--- config.mk ---
export PLATFORM = sky130hd
export DESIGN_NAME = ysyx_22050612_fetchq
export DESIGN_NICKNAME = d
export VERILOG_FILES = /design/src/rtl/ysyx_22050612_pkg.sv /design/src/rtl/ysyx_22050612_sync_fifo.sv /design/src/rtl/ysyx_22050612_fetchq.sv
export SDC_FILE = /design/constraint.sdc
export NUM_CORES = 1
export LEC_CHECK = 0
export CAP_MARGIN = 25
export CORE_AREA = 8 8 246 248
export DETAILED_ROUTE_END_ITERATION = 10
export DIE_AREA = 0 0 254 256
export GPL_TIMING_DRIVEN = 0
export PLACE_DENSITY_LB_ADDON = 0.08
export SLEW_MARGIN = 0
export SYNTH_ARGS = -nofsm -noshare
export SYNTH_HDL_FRONTEND = slang
export SYNTH_SLANG_ARGS = --single-unit
--- constraint.sdc ---
create_clock -name clk -period 4 [get_ports clk]
set_input_delay 1 -clock clk [delete_from_list [all_inputs] [get_ports clk]]
set_output_delay 1 -clock clk [all_outputs]
set_load 0.02 [all_outputs]
--- src/rtl/ysyx_22050612_pkg.sv ---
// ysyx_22050612_pkg
// Shared constants for the ysyx_22050612 fetch front end.
//   XLEN_DEFAULT     : default PC / address width
//   RESET_PC_DEFAULT : default first fetch address after reset
//   ILEN             : instruction word width
//   PC_STEP          : byte distance between sequential fetches
package ysyx_22050612_pkg;

    localparam int          XLEN_DEFAULT     = 64;
    localparam logic [63:0] RESET_PC_DEFAULT = 64'h0000_0000_8000_0000;
    localparam int          ILEN             = 32;
    localparam int          PC_STEP          = 4;

    // Width of a counter that must hold 0..depth inclusive.
    function automatic int cnt_width(input int depth);
        return $clog2(depth) + 1;
    endfunction

endpackage

--- src/rtl/ysyx_22050612_sync_fifo.sv ---
// ysyx_22050612_sync_fifo
// Single-clock FIFO with a synchronous flush, used as the prefetch queue.
// Ports:
//   clk, rst        : clock, asynchronous active-low reset (control only)
//   flush           : empty the queue and reset both pointers this cycle
//   push, push_data : write push_data at the tail
//   pop             : drop the head entry
//   head_data       : head entry, forced to zero while the queue is empty
//   count           : number of valid entries, 0..DEPTH
module ysyx_22050612_sync_fifo
    import ysyx_22050612_pkg::*;
#(
    parameter  int DATA_W = 96,
    parameter  int DEPTH  = 4,
    localparam int PTR_W  = $clog2(DEPTH),
    localparam int CNT_W  = cnt_width(DEPTH)
) (
    input  logic              clk,
    input  logic              rst,
    input  logic              flush,
    input  logic              push,
    input  logic [DATA_W-1:0] push_data,
    input  logic              pop,
    output logic [DATA_W-1:0] head_data,
    output logic [CNT_W-1:0]  count
);

    logic [DATA_W-1:0] mem [DEPTH];
    logic [PTR_W-1:0]  head;
    logic [PTR_W-1:0]  tail;

    // DEPTH is a power of two, so the pointers wrap naturally.
    always_ff @(posedge clk or negedge rst) begin
        if (!rst) begin
            head  <= '0;
            tail  <= '0;
            count <= '0;
        end else if (flush) begin
            head  <= '0;
            tail  <= '0;
            count <= '0;
        end else begin
            if (push) tail <= tail + PTR_W'(1);
            if (pop)  head <= head + PTR_W'(1);
            case ({push, pop})
                2'b10:   count <= count + CNT_W'(1);
                2'b01:   count <= count - CNT_W'(1);
                default: count <= count;
            endcase
        end
    end

    // Storage carries data only; it needs no reset.
    always_ff @(posedge clk) begin
        if (push && !flush) mem[tail] <= push_data;
    end

    // Gating on count keeps the outputs at zero after reset and after a flush.
    assign head_data = (count != '0) ? mem[head] : '0;

endmodule

--- src/rtl/ysyx_22050612_fetchq.sv ---
// ysyx_22050612_fetchq
// Decoupled instruction-fetch front end: PC generator, in-order memory port
// with up to DEPTH outstanding requests, and a DEPTH-entry prefetch queue.
// Ports:
//   clk, rst                      : clock, asynchronous active-low reset
//   req_valid/req_ready/req_addr  : fetch request to memory (4-byte aligned)
//   resp_valid/resp_inst          : in-order responses, never back-pressured
//   redir_valid/redir_pc          : redirect; flushes queue and in-flight fetches
//   inst_valid/inst_ready         : queue head handshake toward IDU
//   inst/inst_pc                  : head instruction and its PC
module ysyx_22050612_fetchq
    import ysyx_22050612_pkg::*;
#(
    parameter int              XLEN     = XLEN_DEFAULT,
    parameter logic [XLEN-1:0] RESET_PC = XLEN'(RESET_PC_DEFAULT),
    parameter int              DEPTH    = 4
) (
    input  logic            clk,
    input  logic            rst,
    output logic            req_valid,
    input  logic            req_ready,
    output logic [XLEN-1:0] req_addr,
    input  logic            resp_valid,
    input  logic [ILEN-1:0] resp_inst,
    input  logic            redir_valid,
    input  logic [XLEN-1:0] redir_pc,
    output logic            inst_valid,
    input  logic            inst_ready,
    output logic [ILEN-1:0] inst,
    output logic [XLEN-1:0] inst_pc
);

    localparam int CNT_W = cnt_width(DEPTH);
    localparam int SUM_W = CNT_W + 1;

    logic [XLEN-1:0]      pc_q;
    logic [XLEN-1:0]      enq_pc;
    logic [CNT_W-1:0]     live;
    logic [CNT_W-1:0]     drop;
    logic                 started;
    logic [CNT_W-1:0]     count;
    logic [XLEN-1:0]      redir_tgt;
    logic                 credit_ok;
    logic                 req_fire;
    logic                 resp_drop;
    logic                 resp_keep;
    logic                 resp_take;
    logic                 push;
    logic                 pop;
    logic [XLEN+ILEN-1:0] head_data;
    logic                 unused_redir_lsb;

    function automatic logic [SUM_W-1:0] widen(input logic [CNT_W-1:0] v);
        return {1'b0, v};
    endfunction

    assign redir_tgt        = {redir_pc[XLEN-1:2], 2'b00};
    assign unused_redir_lsb = ^redir_pc[1:0];

    // Credits: every kept response needs a queue slot, and the memory never
    // sees more than DEPTH requests in flight, kept or discarded.
    assign credit_ok = (widen(live) + widen(count) < SUM_W'(DEPTH)) &&
                       (widen(live) + widen(drop)  < SUM_W'(DEPTH));

    assign req_valid = started && !redir_valid && credit_ok;
    assign req_addr  = pc_q;
    assign req_fire  = req_valid && req_ready;

    // Responses owed to a flushed fetch are retired first; a response with
    // no owner at all is a protocol error and simply ignored.
    assign resp_drop = resp_valid && (drop != '0);
    assign resp_keep = resp_valid && (drop == '0) && (live != '0);
    assign resp_take = resp_drop || resp_keep;
    assign push      = resp_keep && !redir_valid;

    assign inst_valid = (count != '0) && !redir_valid;
    assign pop        = inst_valid && inst_ready;

    always_ff @(posedge clk or negedge rst) begin
        if (!rst) begin
            pc_q    <= RESET_PC;
            enq_pc  <= RESET_PC;
            live    <= '0;
            drop    <= '0;
            started <= 1'b0;
        end else begin
            started <= 1'b1;
            if (redir_valid) begin
                // Everything still in flight becomes discard credit, minus the
                // response (if any) retired in this very cycle.
                pc_q   <= redir_tgt;
                enq_pc <= redir_tgt;
                live   <= '0;
                drop   <= drop + live - CNT_W'(resp_take);
            end else begin
                if (req_fire) pc_q   <= pc_q + XLEN'(PC_STEP);
                if (push)     enq_pc <= enq_pc + XLEN'(PC_STEP);
                live <= live + CNT_W'(req_fire) - CNT_W'(resp_keep);
                if (resp_drop) drop <= drop - CNT_W'(1);
            end
        end
    end

    ysyx_22050612_sync_fifo #(
        .DATA_W (XLEN + ILEN),
        .DEPTH  (DEPTH)
    ) u_queue (
        .clk       (clk),
        .rst       (rst),
        .flush     (redir_valid),
        .push      (push),
        .push_data ({enq_pc, resp_inst}),
        .pop       (pop),
        .head_data (head_data),
        .count     (count)
    );

    assign inst_pc = head_data[XLEN+ILEN-1:ILEN];
    assign inst    = head_data[ILEN-1:0];

    resp_has_owner: assert property (
        @(posedge clk) disable iff (!rst) resp_valid |-> (live != '0 || drop != '0)
    );

endmodule

==> results of run 1 <==
==> timing repair <==
action / 4_1_cts / 5_1_grt
pin swaps: 2 / 0
endpoints found under the setup margin: 96 / 30
buffers inserted: 2 / 0
gates resized for setup: 55 / 9
==> flip-flops by register name (all words and copies together), names as in the netlist <==
register and cells:
u_queue.mem 376, enq_pc 62, req_addr 62, drop 3, live 3, u_queue.count 3, u_queue.head 2, u_queue.tail 2
started 1
==> routing by layer <==
layer / vias to the layer above / global-route usage (%) / routed length [µm]
met2: 332 / 31.1 / 30000
met5: - / 0 / 22
met4: 4 / 5.23 / 1680
met3: 102 / 4.00 / 3450
li1: 6120 / - / -
met1: 7058 / 26.5 / 28300
==> final cells by class <==
class                      instances  area [µm²]
antenna                            3        7.51
fill                            5031       28700
multi-input combinational        828        7270
tap                              765         957
buffer                            68         394
clock inverter                    26         259
clock buffer                      77        1490
timing repair buffer             272        2880
sequential                       514       14800
inverter                          26        97.6
==> cell families (layout without fill, tap and decap cells) <==
kind of cell | after synthesis | after routing
AOI/OAI and AO/OA | 77 | 77
xor gates and xnor gates | 124 | 124
adders and majority gates | 20 | 20
buffers and inverters | 97 | 469
DFF | 514 | 514
muxes | 165 | 165
other | 2 | 8
and+or+nand+nor | 437 | 437
==> worst max-delay path: stages <==
cell	delay, ps
clkdlybuf4s50_1	500
clkbuf_4	260
clkbuf_4	280
clkbuf_8	230
nor2_1	70
clkdlybuf4s50_1	550
==> Yosys cell counts (30+ instances only) <==
cell type	instances	area share, %
edfxtp_1	376	50
dfrtp_1	136	15
nor2b_1	96	2.7
mux4_2	94	9.5
mux2_2	68	3.4
xor2_1	64	2.5
xnor2_1	60	2.3
nand2_1	59	0.99
nor2_1	57	0.96
nand3_1	54	1.2
clkbuf_1	52	0.87
nand4_1	33	0.92
a21oi_1	31	0.69
nor3_1	31	0.69
and3_1	30	0.84
==> through the flow <==
| step | setup slack, ps | power, mW |
|---|---|---|
| after floorplan | 353 | 8.59 |
| after global placement | -4260 | 10.4 |
| after detailed placement | -1110 | 10.4 |
| after CTS | 10.2 | 15.5 |
| after global routing | 5.45 | 15.9 |
| final | 96.2 | 15.3 |
==> worst paths after layout <==
kind	end
worst max-delay path	inst_valid
worst min-delay path	enq_pc[51]
min in group clk	u_queue.mem[3][78]
worst min register to register	u_queue.mem[3][78]
worst max register to register	u_queue.mem[0][83]
max in group asynchronous	enq_pc[31]
==> power by group through the flow <==
stage	clock, mW	combinational (mW)	sequential [mW]
finish	4.97	3.99	6.32
global route	5.27	4.31	6.36
CTS	5.09	4.11	6.32
detailed placement	0	4.02	6.41
global placement	0	3.96	6.40
floorplan	0	2.21	6.37
==> cells in the final DEF (no fill, tap or decap), types with 17 or more instances in the layout <==
cell             synthesis  final
edfxtp_1               376    376
clkdlybuf4s50_1          0    256
dfrtp_1                136    133
nor2b_1                 96     96
mux4_2                  94     94
mux2_2                  68     68
xor2_1                  64     64
xnor2_1                 60     60
nand2_1                 59     59
nor2_1                  57     57
clkbuf_16                0     55
nand3_1                 54     54
clkbuf_1                52     46
nand4_1                 33     33
a21oi_1                 31     31
nor3_1                  31     30
and3_1                  30     26
inv_1                   24     24
nor4_1                  24     24
ha_1                    17     17
==> flow_metrics.tcl, run 1 <==
set metrics [dict create \
    vdd_drop_max_v 0.000305 \
    critPathKind "input port to primary output" \
    period_minus_slack_ps 3900 \
    grt_max_degree 78 \
    holdWs_ps 379 \
    synthSimpleGateAreaFrac_pct 10.9 \
    dp.cells 2474 \
    worstRegToRegCells 10 \
    synth_mux_area_share_pct 13.0 \
    synth_top_family_by_area "multiplexers" \
    power.density_nw_per_um2 544 \
    start_util_pct 39.4 \
    p_leak_nw 9.46 \
    rows 88 \
    fin_cells 2579 \
    synth_fa_ha_area_share_pct 1.22 \
    cts.sinks 514 \
    htree_levels 2 \
    clk_latency_ps 610 \
    fin_area_um2 28100 \
    setup.worst_path.start "redir_valid" \
    fin_skew_ps 21.3 \
    ys_ff_latch 514 \
    maxSlewHeadroom_pct 41.1 \
    core_area_um2 56800 \
    syn_area_um2 22400 \
    async_flop_share_pct 26.8 \
    cts_hold_buf 0 \
    seqPwrFrac_pct 41.4 \
    grt-ovfl-total 0 \
    dp_hpwl_mm 45.3 \
    tightest_slew_ps 884 \
    layout-drive-gt1-share_pct 17.4 \
    postSynthAreaPerCell_um2 15.6 \
    viasPerCell 5.28 \
    die-height_um 256 \
    grt_pass1_wl_mm 94.5 \
    io_pins 264 \
    antenna_found_initial 4 \
    p_comb_share_pct 26.1 \
    drc 0 \
    period_share_pct 97.6 \
    status "complete, no violations" \
    cts_tree "done" \
    drt-total-wl_mm 63.4 \
    switching_power_mw 4.54 \
    areaGrowthSynthToFinish_pct 25.6 \
    setup_viol 0 \
    cap_violations 0 \
    synth_edf_count 376 \
    track_usage_pct 19.3 \
    dr.pass1.iters 5 \
    die_area_um2 65000 \
    r2r-start "drop[0]" \
    cts_buffer_depth 3 \
    die-width_um 254 \
    cp-start-kind "input port" \
    synthFlopType "edfxtp_1" \
    ys_seq_area_share_pct 65.9 \
    yosysWarnings 0 \
    p_int_mw 10.7 \
    gp_congestion 0.858 \
    cts-root-buf "clkbuf_16" \
    ys_types 61 \
    place_area_um2 26200 \
    drt_iter0_drc 868 \
    portBuffers 257 \
    rrSetupSlack_ps 480 \
    dr_total_vias 13616 \
    synth_compound_area_share_pct 2.30 \
    hold_violations 0 \
    crit_fanout 10 \
    grt_pass1_vias 14373 \
    max_freq_mhz 256 \
    min_path_type "input port to asynchronous set/reset pin" \
    cts_buffers 55 \
    clk_pin_slew_worst_paths_ps 60 \
    fin_util_pct 49.5 \
    critical_path_required_ps 3000 \
    clkPwrFrac_pct 32.5 \
    critPathArrivalTime_ps 2900 \
    swShare_pct 29.7 \
    rsz0062_at_grt "no" \
    layout.nets 1887 \
    wl_per_cell_um 24.6 \
    fin_setup_tns_ps 0 \
    drv_slew 0 \
    worst_setup_path_end_kind "primary output" \
    ant_nets 0 \
    synth_cells 1436 \
    synth_xor_xnor_area_share_pct 4.85 \
]
Note: power is estimated with default switching activity, not from simulation.
==> inputs of run 2 (changes only) <==
--- a/config.mk
+++ b/config.mk
@@ -5,7 +5,6 @@
 export SDC_FILE = /design/constraint.sdc
 export NUM_CORES = 1
 export LEC_CHECK = 0
-export CAP_MARGIN = 25
 export CORE_AREA = 8 8 246 248
 export DETAILED_ROUTE_END_ITERATION = 10
 export DIE_AREA = 0 0 254 256
==> run 2 against run 1 <==
Compared with the run above:
- power is 0.23% higher
- maximum frequency is 0.31% lower
- via count grew 0.46%
- clock power increased by 1%
- worst setup slack lost 12 ps
- non-clock buffer count shrank 2
- cell area about the same
- sequential share of layout area is essentially flat
- critical path depth is the same
- flip-flop and latch count unchanged
- routed wire length barely moved
- largest cell class unchanged
- highest routed layer unchanged
==> flow_metrics.tcl, run 2 (synthesis gave the netlist of run 1 again) <==
set metrics [dict create \
    status "complete, no violations" \
    gp_congestion 0.858 \
    setup.worst_path.start "redir_valid" \
    drc 0 \
    die-height_um 256 \
    drt_iter0_drc 834 \
    core_area_um2 56800 \
    layout.nets 1884 \
    antenna_found_initial 5 \
    cp-start-kind "input port" \
    die-width_um 254 \
    rsz0062_at_grt "yes" \
    crit_fanout 10 \
    maxSlewHeadroom_pct 18.7 \
    areaGrowthSynthToFinish_pct 25.5 \
    io_pins 264 \
    largest_reg_flops 376 \
    fin_setup_tns_ps 0 \
    cts-root-buf "clkbuf_16" \
    hold_violations 0 \
    ff_latch_area_um2 14700 \
    start_util_pct 39.4 \
    drv_slew 0 \
    vdd_drop_max_v 0.000339 \
    multi_input_area_um2 7270 \
    worst_setup_path_end_kind "primary output" \
    cts_tree "done" \
    layout_commonest_cell "edfxtp_1" \
    min_path_type "input port to asynchronous set/reset pin" \
    critPathArrivalTime_ps 2920 \
    wl_per_cell_um 24.6 \
    viasPerCell 5.31 \
    largest_register "u_queue.mem" \
    dr_total_vias 13679 \
    cts.sinks 514 \
    layout-drive-gt1-share_pct 17.5 \
    cts_buffers 54 \
    holdWs_ps 373 \
    critical_path_required_ps 3000 \
    rows 88 \
    worstRegToRegCells 10 \
    r2r-start "drop[0]" \
    critPathKind "input port to primary output" \
    grt-ovfl-total 0 \
    portBuffers 257 \
    ant_nets 0 \
    setup_viol 0 \
    grt_max_degree 78 \
    tightest_slew_ps 1210 \
    die_area_um2 65000 \
    r2r-end "u_queue.mem[0][84]" \
    dp_hpwl_mm 45.0 \
    final_cell_mix "edfxtp_1 (376), clkdlybuf4s50_1 (256), dfrtp_1 (134)" \
    rrSetupSlack_ps 540 \
    grt_pass1_wl_mm 94.8 \
    cts_buffer_depth 3 \
    drt-total-wl_mm 63.4 \
    htree_levels 2 \
    p_leak_nw 9.45 \
    fin_skew_ps 15.8 \
    max_freq_mhz 255 \
    period_share_pct 97.9 \
    power.density_nw_per_um2 545 \
    fillers 5033 \
    clk_latency_ps 620 \
    period_minus_slack_ps 3920 \
    dr.pass1.iters 4 \
    clk_pin_slew_worst_paths_ps 60 \
    grt_pass1_vias 14338 \
    track_usage_pct 19.4 \
    cap_violations 0 \
]
run 2: cell types whose count changed in the layout (fill, tap and decap cells not counted), moves of 2 or more:
cell        change
buf_2           +2
clkinv_1        +3
clkinvlp_4      +5
clkbuf_8        +2
clkbuf_1        -7
clkinv_2        -3
buf_6           -3
run 2: repair_timing:
item,in CTS,in global routing
endpoints found under the setup margin,96,54
setup buffers,2,0
resized for setup,53,10
hold buffers,0,0
pin swaps,2,0
run 2: routing by layer:
metal  track usage [%]  up-vias  part of all wire (%)
met2              30.8      400                    47
met5                 0        -                 0.055
met1              26.7     7057                    44
met4              4.93        6                   2.3
li1                  -     6102                     -
met3              4.50      114                   6.3
run 2: how the worst max path moves through the flow:
stage	to	slack (ps)	cells after the start
floorplan	u_queue.mem[0][0]	350	6
global placement	enq_pc[7]	-4260	1
detailed placement	inst_valid	-1070	6
CTS	inst_pc[56]	9	5
global route	inst_pc[29]	-40	5
finish	inst_valid	80	6
run 2: layout make-up:
cell class                      count  share of cell area [%]
Tap cell                          765                    3.41
Buffer                             69                    1.37
Inverter                           26                   0.347
Clock buffer                       72                    5.38
Sequential cell                   514                    52.5
Clock inverter                     30                   0.949
Multi-Input combinational cell    828                    25.9
Timing Repair Buffer              269                    10.1
Antenna cell                        2                  0.0178
run 2: critical path: stages:
cell,delay [ps]
clkdlybuf4s50_1,490
clkbuf_4,260
clkbuf_4,290
clkbuf_8,240
nor2_1,70
clkdlybuf4s50_1,560
run 2: through the flow:
step | std cells | total power, mW | cell area, µm² | utilization, % | setup WS, ps
2_1_floorplan | 1439 | 8.59 | 22400 | - | 353
3_3_place_gp | 2461 | 10.4 | 25900 | 45.6 | -4260
3_5_place_dp | 2471 | 10.4 | 26200 | 46.1 | -1070
4_1_cts | 2573 | 15.5 | 28100 | 49.4 | 8.68
5_1_grt | 2573 | 16.0 | 28100 | 49.4 | -39.2
6_report | 2575 | 15.3 | 28100 | 49.4 | 84.0
run 2: power breakdown:
part / internal (mW) / switching, mW / total, mW / leakage (nW)
clock network: 2.87 / 2.15 / 5.02 / 0.851
logic: 1.88 / 2.10 / 3.98 / 3.62
registers: 5.99 / 0.335 / 6.32 / 4.98
total: 10.7 / 4.59 / 15.3 / 9.45
